===== src/rtl/issue_queue_if.sv =====
// rtl/issue_queue_if.sv - rename/wake/issue bus for the out-of-order issue queue
interface issue_queue_if #(
  parameter int DEPTH     = 8,
  parameter int TAG_W     = 6,
  parameter int PAYLOAD_W = 104
);
  localparam int CW = $clog2(DEPTH) + 1;

  logic                 alloc_valid;
  logic [TAG_W-1:0]     alloc_src_a;
  logic                 alloc_src_a_busy;
  logic [TAG_W-1:0]     alloc_src_b;
  logic                 alloc_src_b_busy;
  logic [TAG_W-1:0]     alloc_dst;
  logic [PAYLOAD_W-1:0] alloc_payload;
  logic                 issue_halt;
  logic                 wake_valid;
  logic [TAG_W-1:0]     wake_tag;
  logic                 issue_stall;
  logic                 flush;
  logic                 issue_valid;
  logic [TAG_W-1:0]     issue_src_a;
  logic [TAG_W-1:0]     issue_src_b;
  logic [TAG_W-1:0]     issue_dst;
  logic [PAYLOAD_W-1:0] issue_payload;
  logic [CW-1:0]        count;

  modport master (
    output alloc_valid, alloc_src_a, alloc_src_a_busy, alloc_src_b, alloc_src_b_busy,
           alloc_dst, alloc_payload, wake_valid, wake_tag, issue_stall, flush,
    input  issue_halt, issue_valid, issue_src_a, issue_src_b, issue_dst, issue_payload, count
  );

  modport slave (
    input  alloc_valid, alloc_src_a, alloc_src_a_busy, alloc_src_b, alloc_src_b_busy,
           alloc_dst, alloc_payload, wake_valid, wake_tag, issue_stall, flush,
    output issue_halt, issue_valid, issue_src_a, issue_src_b, issue_dst, issue_payload, count
  );
endinterface


===== src/rtl/issue_queue.sv =====
// rtl/issue_queue.sv - collapsing out-of-order issue queue; optional ISSUE_FAST_WAKEUP_EN
module issue_queue #(
  parameter int DEPTH     = 8,
  parameter int TAG_W     = 6,
  parameter int PAYLOAD_W = 104
) (
  input logic          CLK,
  input logic          RESET,
  issue_queue_if.slave bus
);
  localparam int IW = $clog2(DEPTH);
  localparam int CW = IW + 1;

  logic                 valid_q   [DEPTH];
  logic                 valid_d   [DEPTH];
  logic [TAG_W-1:0]     src_a_q   [DEPTH];
  logic [TAG_W-1:0]     src_a_d   [DEPTH];
  logic [TAG_W-1:0]     src_b_q   [DEPTH];
  logic [TAG_W-1:0]     src_b_d   [DEPTH];
  logic [TAG_W-1:0]     dst_q     [DEPTH];
  logic [TAG_W-1:0]     dst_d     [DEPTH];
  logic                 rdy_a_q   [DEPTH];
  logic                 rdy_a_d   [DEPTH];
  logic                 rdy_b_q   [DEPTH];
  logic                 rdy_b_d   [DEPTH];
  logic [PAYLOAD_W-1:0] payload_q [DEPTH];
  logic [PAYLOAD_W-1:0] payload_d [DEPTH];
  logic                 wk_rdy_a  [DEPTH];
  logic                 wk_rdy_b  [DEPTH];
  logic                 sel_rdy_a [DEPTH];
  logic                 sel_rdy_b [DEPTH];

  logic [CW-1:0]        count_q, count_d;
  logic                 issue_valid_q, issue_valid_d;
  logic [TAG_W-1:0]     issue_src_a_q, issue_src_a_d;
  logic [TAG_W-1:0]     issue_src_b_q, issue_src_b_d;
  logic [TAG_W-1:0]     issue_dst_q, issue_dst_d;
  logic [PAYLOAD_W-1:0] issue_payload_q, issue_payload_d;

  logic                 halt, sel_found, fire, accept, new_rdy_a, new_rdy_b;
  logic [IW-1:0]        sel_idx;
  logic [CW-1:0]        alloc_pos;

  assign halt      = (count_q == CW'(DEPTH));
  assign fire      = sel_found && !bus.issue_stall;
  assign accept    = bus.alloc_valid && !halt && !bus.flush;
  assign alloc_pos = count_q - CW'(fire);
  assign new_rdy_a = !bus.alloc_src_a_busy || (bus.wake_valid && bus.wake_tag == bus.alloc_src_a) ||
                     (bus.alloc_src_a == '0);
  assign new_rdy_b = !bus.alloc_src_b_busy || (bus.wake_valid && bus.wake_tag == bus.alloc_src_b) ||
                     (bus.alloc_src_b == '0);

  // Fold this cycle's wake broadcast into each slot's ready bits; select sees it only in fast mode
  always_comb begin
    for (int i = 0; i < DEPTH; i++) begin
      wk_rdy_a[i] = rdy_a_q[i] | (bus.wake_valid && bus.wake_tag == src_a_q[i]);
      wk_rdy_b[i] = rdy_b_q[i] | (bus.wake_valid && bus.wake_tag == src_b_q[i]);
`ifdef ISSUE_FAST_WAKEUP_EN
      sel_rdy_a[i] = wk_rdy_a[i];
      sel_rdy_b[i] = wk_rdy_b[i];
`else
      sel_rdy_a[i] = rdy_a_q[i];
      sel_rdy_b[i] = rdy_b_q[i];
`endif
    end
  end

  // Oldest-first select: the descending scan leaves the lowest ready index
  always_comb begin
    sel_found = 1'b0;
    sel_idx   = '0;
    for (int i = DEPTH - 1; i >= 0; i--) begin
      if (valid_q[i] && sel_rdy_a[i] && sel_rdy_b[i]) begin
        sel_found = 1'b1;
        sel_idx   = IW'(i);
      end
    end
  end

  // Next slot contents: wake, collapse above the issued slot, append the allocation, then flush
  always_comb begin
    for (int i = 0; i < DEPTH; i++) begin
      valid_d[i]   = valid_q[i];
      src_a_d[i]   = src_a_q[i];
      src_b_d[i]   = src_b_q[i];
      dst_d[i]     = dst_q[i];
      rdy_a_d[i]   = wk_rdy_a[i];
      rdy_b_d[i]   = wk_rdy_b[i];
      payload_d[i] = payload_q[i];
    end
    if (fire) begin
      for (int i = 0; i < DEPTH - 1; i++) begin
        if (IW'(i) >= sel_idx) begin
          valid_d[i]   = valid_q[i+1];
          src_a_d[i]   = src_a_q[i+1];
          src_b_d[i]   = src_b_q[i+1];
          dst_d[i]     = dst_q[i+1];
          rdy_a_d[i]   = wk_rdy_a[i+1];
          rdy_b_d[i]   = wk_rdy_b[i+1];
          payload_d[i] = payload_q[i+1];
        end
      end
      valid_d[DEPTH-1] = 1'b0;
    end
    if (accept) begin
      for (int i = 0; i < DEPTH; i++) begin
        if (alloc_pos == CW'(i)) begin
          valid_d[i]   = 1'b1;
          src_a_d[i]   = bus.alloc_src_a;
          src_b_d[i]   = bus.alloc_src_b;
          dst_d[i]     = bus.alloc_dst;
          rdy_a_d[i]   = new_rdy_a;
          rdy_b_d[i]   = new_rdy_b;
          payload_d[i] = bus.alloc_payload;
        end
      end
    end
    count_d = count_q - CW'(fire) + CW'(accept);
    if (bus.flush) begin
      for (int i = 0; i < DEPTH; i++) valid_d[i] = 1'b0;
      count_d = '0;
    end
  end

  // Issue register: frozen under stall, cleared by flush, otherwise loaded from the selected slot
  always_comb begin
    issue_valid_d   = issue_valid_q;
    issue_src_a_d   = issue_src_a_q;
    issue_src_b_d   = issue_src_b_q;
    issue_dst_d     = issue_dst_q;
    issue_payload_d = issue_payload_q;
    if (bus.flush) begin
      issue_valid_d = 1'b0;
    end else if (!bus.issue_stall) begin
      issue_valid_d = sel_found;
      if (sel_found) begin
        issue_src_a_d   = src_a_q[sel_idx];
        issue_src_b_d   = src_b_q[sel_idx];
        issue_dst_d     = dst_q[sel_idx];
        issue_payload_d = payload_q[sel_idx];
      end
    end
  end

  // State registers with asynchronous active-low reset
  always_ff @(posedge CLK or negedge RESET) begin
    if (!RESET) begin
      for (int i = 0; i < DEPTH; i++) begin
        valid_q[i]   <= 1'b0;
        src_a_q[i]   <= '0;
        src_b_q[i]   <= '0;
        dst_q[i]     <= '0;
        rdy_a_q[i]   <= 1'b0;
        rdy_b_q[i]   <= 1'b0;
        payload_q[i] <= '0;
      end
      count_q         <= '0;
      issue_valid_q   <= 1'b0;
      issue_src_a_q   <= '0;
      issue_src_b_q   <= '0;
      issue_dst_q     <= '0;
      issue_payload_q <= '0;
    end else begin
      valid_q         <= valid_d;
      src_a_q         <= src_a_d;
      src_b_q         <= src_b_d;
      dst_q           <= dst_d;
      rdy_a_q         <= rdy_a_d;
      rdy_b_q         <= rdy_b_d;
      payload_q       <= payload_d;
      count_q         <= count_d;
      issue_valid_q   <= issue_valid_d;
      issue_src_a_q   <= issue_src_a_d;
      issue_src_b_q   <= issue_src_b_d;
      issue_dst_q     <= issue_dst_d;
      issue_payload_q <= issue_payload_d;
    end
  end

  assign bus.issue_halt    = halt;
  assign bus.count         = count_q;
  assign bus.issue_valid   = issue_valid_q;
  assign bus.issue_src_a   = issue_src_a_q;
  assign bus.issue_src_b   = issue_src_b_q;
  assign bus.issue_dst     = issue_dst_q;
  assign bus.issue_payload = issue_payload_q;
endmodule


===== src/flat_wrapper.sv =====
// flat-port wrapper written by rule: the top's interface ports become plain ports
module issue_queue_flat 
#(
  parameter int DEPTH     = 8,
  parameter int TAG_W     = 6,
  parameter int PAYLOAD_W = 104
)
  (CLK, RESET, bus_alloc_valid, bus_alloc_src_a, bus_alloc_src_a_busy, bus_alloc_src_b, bus_alloc_src_b_busy, bus_alloc_dst, bus_alloc_payload, bus_wake_valid, bus_wake_tag, bus_issue_stall, bus_flush, bus_issue_halt, bus_issue_valid, bus_issue_src_a, bus_issue_src_b, bus_issue_dst, bus_issue_payload, bus_count);
  issue_queue_if #(.DEPTH(DEPTH), .TAG_W(TAG_W), .PAYLOAD_W(PAYLOAD_W)) bus_i ();
  input logic CLK;
  input logic RESET;
  input wire logic [$bits(bus_i.alloc_valid)-1:0] bus_alloc_valid;
  input wire logic [$bits(bus_i.alloc_src_a)-1:0] bus_alloc_src_a;
  input wire logic [$bits(bus_i.alloc_src_a_busy)-1:0] bus_alloc_src_a_busy;
  input wire logic [$bits(bus_i.alloc_src_b)-1:0] bus_alloc_src_b;
  input wire logic [$bits(bus_i.alloc_src_b_busy)-1:0] bus_alloc_src_b_busy;
  input wire logic [$bits(bus_i.alloc_dst)-1:0] bus_alloc_dst;
  input wire logic [$bits(bus_i.alloc_payload)-1:0] bus_alloc_payload;
  input wire logic [$bits(bus_i.wake_valid)-1:0] bus_wake_valid;
  input wire logic [$bits(bus_i.wake_tag)-1:0] bus_wake_tag;
  input wire logic [$bits(bus_i.issue_stall)-1:0] bus_issue_stall;
  input wire logic [$bits(bus_i.flush)-1:0] bus_flush;
  output wire logic [$bits(bus_i.issue_halt)-1:0] bus_issue_halt;
  output wire logic [$bits(bus_i.issue_valid)-1:0] bus_issue_valid;
  output wire logic [$bits(bus_i.issue_src_a)-1:0] bus_issue_src_a;
  output wire logic [$bits(bus_i.issue_src_b)-1:0] bus_issue_src_b;
  output wire logic [$bits(bus_i.issue_dst)-1:0] bus_issue_dst;
  output wire logic [$bits(bus_i.issue_payload)-1:0] bus_issue_payload;
  output wire logic [$bits(bus_i.count)-1:0] bus_count;
  assign bus_i.alloc_valid = bus_alloc_valid;
  assign bus_i.alloc_src_a = bus_alloc_src_a;
  assign bus_i.alloc_src_a_busy = bus_alloc_src_a_busy;
  assign bus_i.alloc_src_b = bus_alloc_src_b;
  assign bus_i.alloc_src_b_busy = bus_alloc_src_b_busy;
  assign bus_i.alloc_dst = bus_alloc_dst;
  assign bus_i.alloc_payload = bus_alloc_payload;
  assign bus_i.wake_valid = bus_wake_valid;
  assign bus_i.wake_tag = bus_wake_tag;
  assign bus_i.issue_stall = bus_issue_stall;
  assign bus_i.flush = bus_flush;
  assign bus_issue_halt = bus_i.issue_halt;
  assign bus_issue_valid = bus_i.issue_valid;
  assign bus_issue_src_a = bus_i.issue_src_a;
  assign bus_issue_src_b = bus_i.issue_src_b;
  assign bus_issue_dst = bus_i.issue_dst;
  assign bus_issue_payload = bus_i.issue_payload;
  assign bus_count = bus_i.count;
  issue_queue #(.DEPTH(DEPTH), .TAG_W(TAG_W), .PAYLOAD_W(PAYLOAD_W)) u_core (.CLK(CLK), .RESET(RESET), .bus(bus_i));
endmodule

===== config.mk =====
export PLATFORM = sky130hd
export DESIGN_NAME = issue_queue_flat
export DESIGN_NICKNAME = d
export VERILOG_FILES = /design/src/rtl/issue_queue_if.sv /design/src/rtl/issue_queue.sv /design/src/flat_wrapper.sv
export SDC_FILE = /design/constraint.sdc
export NUM_CORES = 2
export LEC_CHECK = 0
export BUFFER_PORTS_ARGS = -buffer_cell sky130_fd_sc_hd__buf_4
export CAP_MARGIN = 20
export CORE_MARGIN = 8
export CORE_UTILIZATION = 40
export DETAILED_ROUTE_END_ITERATION = 6
export PLACE_DENSITY_LB_ADDON = 0.15
export SETUP_SLACK_MARGIN = 0.5
export SYNTH_ARGS = -nofsm -noshare
export SYNTH_HDL_FRONTEND = slang
export SYNTH_SLANG_ARGS = --single-unit

===== constraint.sdc =====
create_clock -name CLK -period 7.6 [get_ports CLK]
set_input_delay 1.9 -clock CLK [delete_from_list [all_inputs] [get_ports CLK]]
set_output_delay 1.9 -clock CLK [all_outputs]
set_load 0.01 [all_outputs]

# Word-level counts from Yosys, hierarchy flattened
# Index checks and enable logic that the tools add are counted.
# totals
reg_bits	1127
output_inout_bits	128
elab_cells	320
# classes
add_sub_neg	2
n_lt_le_gt_ge	8
n_eq_ne	27
muxes	151
bitwise	19
n_reduce_logical	51
# ops
op	count
two-way mux 104 bit	17
two-way mux 832 bit	1
two-way mux 728 bit	1
binary-select mux 104 bit (select 3 bit)	1
two-way mux 6 bit	51
two-way mux 48 bit	3
two-way mux 42 bit	3
== test 6 bit	18
two-way mux 1 bit	55
binary-select mux 6 bit (select 3 bit)	3
two-way mux 8 bit	5
logical AND 1 bit	37
two-way mux 3 bit	8
== test 4 x 3 -> 1 bit (second input constant)	4
OR 1 bit	16
two-way mux 7 bit	2
logical NOT 6 bit	2
greater-or-equal comparator 3 bit (first input constant)	3
== test 4 x 2 -> 1 bit (second input constant)	2
greater-or-equal comparator 1 x 3 -> 1 bit (first input constant)	2
greater-or-equal comparator 2 x 3 -> 1 bit (first input constant)	2
logical NOT 1 bit	5
adder 4 x 1 -> 4 bit	1
== test 4 x 1 -> 1 bit (second input constant)	1
11 further kinds	15

# Longest topological paths before layout
# depth
depth_word	16
depth_mapped	15
depth_no_buf	11

# Least setup slack after synthesis
# OpenSTA, ideal clock, no wires.
# synth_timing
kind	input port to flip-flop
start	in bus_issue_stall
end	reg u_core.payload_q[100] (netlist bit)
t_arrival_ns	4.340
required_time_ns	7.475
setup_slack_ns	3.135
stages	10
n_path_buf	3
cell_sequence	clkbuf_1 -> a41oi_1 -> ha_1 -> or2b_1 -> xnor2_1 -> o31a_4 -> or3b_4 -> buf_6 -> buf_6 -> mux2_4
# synth_between
elab_chain_cells	5
# synth_lines
item	line_no	rtl
start, declared	flat_wrapper.sv:21	input wire logic [$bits(bus_i.issue_stall)-1:0] bus_issue_stall;
logical NOT 1 bit	issue_queue.sv:45	assign fire = sel_found && !bus.issue_stall;
logical AND 1 bit	issue_queue.sv:45	
subtractor 4 x 1 -> 4 bit	issue_queue.sv:47	assign alloc_pos = count_q - CW'(fire);
== test 4 x 3 -> 1 bit	issue_queue.sv:107	if (alloc_pos == CW'(i)) begin
AND reduction 2 bit (no source line)	--	
end signal, assigned	issue_queue.sv:170	payload_q <= payload_d;
end, declared	issue_queue.sv:26	logic [PAYLOAD_W-1:0] payload_q [DEPTH];
# Every way passes these cells.
# A chain may end at the register's enable or synchronous reset.

# Final worst setup path
# layout_timing
start	in bus_issue_stall
end	reg u_core.dst_q[5] (netlist bit)
# layout_between
elab_chain_cells	5
# layout_lines
item	line_no	rtl
logical NOT 1 bit	issue_queue.sv:45	
logical AND 1 bit	issue_queue.sv:45	
subtractor 4 x 1 -> 4 bit	issue_queue.sv:47	
== test 4 x 3 -> 1 bit	issue_queue.sv:107	
AND reduction 2 bit (no source line)	--	
end signal, assigned	issue_queue.sv:167	dst_q <= dst_d;
end, declared	issue_queue.sv:20	logic [TAG_W-1:0] dst_q [DEPTH];
# Every way passes these cells.

==> metrics <==
Routed WL per cell=roughly 25 um; WHS Endpoint=u_core.bus.issue_payload[12]; post-layout util=about 45%; Skew-Pair Late Insertion Delay=~800 ps; layout cells sized above 1=a little under an eighth; synthesized flop and latch total=roughly 1100; Final Routed Wirelength=between 150000 and 200000 um; maximum buffer depth of the clock tree=3; RSZ-0062 raised after global routing=false; syn nets=slightly above 6000; Finished Cell Area=approximately 66000 um2; worst-case reg-to-reg path depth=10; WHS=500 ps; Via density=between 5 and 6; Seq/Total Area, Yosys=around 48%; Area contributors post-synth=dfrtp_1 (48%), mux2i_1 (18%), nand2_1 (7.8%); Hold Path Stages=2; HP Class=register to register; Synth top area share=~48%; TNS Setup=0 ps; # setup viols final=0; number of routed nets with antenna violations=0; post-CTS sizing=0; cell chain of the critical path=buf_4 > a41oi_1 > ha_1 > or2b_1 > xnor2_1 > o31a_4 > or3b_4 > buf_12 > mux2_2; fin nets=between 6000 and 7000; Worst Setup Path Type=input port to register; die height=roughly 400 um; HPWL Detailed=roughly 110000 um; Vias=44996; endpoints failing hold=0; maximum vdd ir drop=219 uV; hold wc startpoint=u_core.bus.issue_payload[12]; effective utilization at floorplan=40.1%; max_slew headroom=between 20 and 25%; FP Rows=between 100 and 150; skew final=approximately 28 ps; Hold Buf Count CTS=0; global-route wire length before repair=296000 um; Mapped Area=59000 um2; core footprint=~150000 um2; Mapped Cells=slightly above 6000; die area=160000 um2; multi-input logic area=about 28000 um2; largest net degree at the start of global routing=160; Clock Pin Slew Worst Setup and Hold Paths=about 60 ps; Yosys top cell by area=dfrtp_1; final slew viol count=0; r2r setup slk=2780 ps; EDFF count, synth=0; Required @ worst endpoint=~8300 ps; Worst-Margin Slew=1170 ps; biggest cell delay along the critical path=about 880 ps; Area Growth Syn to Fin=12.5%; Pwr Total=0.0220 W; Die W=roughly 400 um; vias in the first global route=roughly 45000; FF/Latch Area=around 28000 um2; placed cell area=61800 um2; port buffer count=263; minimum clock period=about 5000 ps; gr usage total=roughly 24%; TritonCTS clock tree=yes; Worst R2R End=u_core.dst_q[5]; Mapped Avg Cell Area=around 9.8 um2; MaxCap Viol Count=0; Max Fclk=just under 200 MHz; status=finished clean; PD cells=roughly 330 nW/um2; slowest CP cell=or3b_4; GPL Wtd Cong=around 0.8; Num CTS Buffers=roughly 140; htree depth=4; drt pass-1 iters=6; Filler Cells Inserted=between 10000 and 15000; synth unique cells=61; antenna violations before repair=20; gr ovfl total=0; Root Driver=clkbuf_16; DRT iter0 DRCs=roughly 3800; Async SR Flop Fraction=between 90% and 100%; leakage power=~30 nW; critical path arrival=5670 ps; Tcrit/Tclk final=between 60 and 70%; R2R Path Start=u_core.rdy_a_q[4]; prevailing post-synth register cell=dfrtp_1; CP endpoint kind=register; Remaining DRCs=0; Sink Count=between 1000 and 1500; yosys warns=0; Setup Buffers After CTS=0; Ports=roughly 260; CP max FO=48; startpoint types=input port
==> cells in the final DEF, fill, tap and decap left out, types with 48 or more instances in the layout <==
cell type and instances:
xnor2_1 48, mux2i_1 1054, xor2_1 63, o21ai_1 67, dfrtp_1 1127, a21oi_1 141, buf_4 319, o32a_1 78
clkbuf_16 136, o22ai_1 81, o21ai_0 816, nand2_1 1230, mux2_4 101, nand3_1 296
==> per-layer routing <==
layer	up-vias	track usage [%]	routed length [um]
met5	-	0	124
met4	18	6.31	4490
met2	1313	37.8	88900
met1	22474	33.8	89700
li1	20905	-	-
met3	286	4.77	12500
==> stage by stage <==
stage                     setup WS, ps  instances
after floorplan                   3140       6032
after global placement            1900       7698
after detailed placement          1800       7701
after CTS                         2640       7941
after global routing              2460       7945
final                             2570       7952
==> cell families after synthesis <==
group / Yosys count / share of synthesized area [%]
AND/OR/NAND/NOR: 1627 / 11.4
AO/OA/AOI/OAI: 1360 / 13.3
multiplexers: 1176 / 20.9
flip-flops: 1127 / 47.8
buffers and inverters: 627 / 4.89
XOR/XNOR: 111 / 1.65
adder cells (fa/ha/maj): 4 / 0.0849
==> worst max-delay path by stage <==
stage / start / end / slack [ps] / cells past startpoint
2_1_floorplan: bus_issue_stall / u_core.payload_q[100] / 3140 / 10
3_3_place_gp: bus_issue_stall / u_core.payload_q[17] / 1900 / 9
3_5_place_dp: bus_issue_stall / u_core.dst_q[0] / 1800 / 9
4_1_cts: bus_issue_stall / u_core.dst_q[5] / 2640 / 9
5_1_grt: bus_issue_stall / u_core.dst_q[0] / 2460 / 9
6_report: bus_issue_stall / u_core.dst_q[5] / 2570 / 9
==> critical path: cells and delay by family <==
| family | cells | cell delay (ps) |
|---|---|---|
| buffers and inverters | 2 | 660 |
| AOI/OAI and AO/OA | 2 | 890 |
| and+or+nand+nor | 2 | 1150 |
| adders and majority gates | 1 | 310 |
| xor gates and xnor gates | 1 | 330 |
| muxes | 1 | 390 |
==> registers in the layout, summed over array words and instances, names as in the netlist <==
name and count:
u_core.bus.count 4, u_core.bus.issue_dst 6, u_core.bus.issue_payload 104, u_core.bus.issue_src_a 6, u_core.bus.issue_src_b 6, u_core.bus.issue_valid 1
u_core.dst_q 48, u_core.payload_q 832, u_core.rdy_a_q 8, u_core.rdy_b_q 8, u_core.src_a_q 48, u_core.src_b_q 48
u_core.valid_q 8
==> layout make-up <==
cell class	instances	area share (%)
sequential	1127	42.5
multi-input combinational	4278	42.4
clock buffer	203	5.92
timing repair buffer	352	4.62
tap	1930	3.64
clock inverter	37	0.809
inverter	15	0.0849
antenna	10	0.0377
==> cell usage after synthesis (15+ instances only) <==
cell type	number
mux2_2	21
dfrtp_1	1127
nand3_1	296
o32a_1	78
nor4_1	16
a32o_1	37
nor2_1	27
buf_1	19
buf_2	165
a22oi_1	37
o22ai_1	81
nand2_1	1232
inv_1	15
o21ai_1	70
nor3_1	18
mux2i_1	1054
buf_4	58
a21oi_1	142
mux2_4	101
xor2_1	63
xnor2_1	48
a31oi_1	47
clkbuf_1	356
o21ai_0	816
==> where the power goes <==
group / leakage (nW) / total [W] / internal, W / switching [W]
Combinational: 12.7 / 0.00551 / 0.00258 / 0.00293
Sequential: 15.0 / 0.00988 / 0.00810 / 0.00178
Clock: 2.19 / 0.00658 / 0.00387 / 0.00272
Total: 29.9 / 0.0220 / 0.0145 / 0.00743
(Power assumes the default switching activity.)
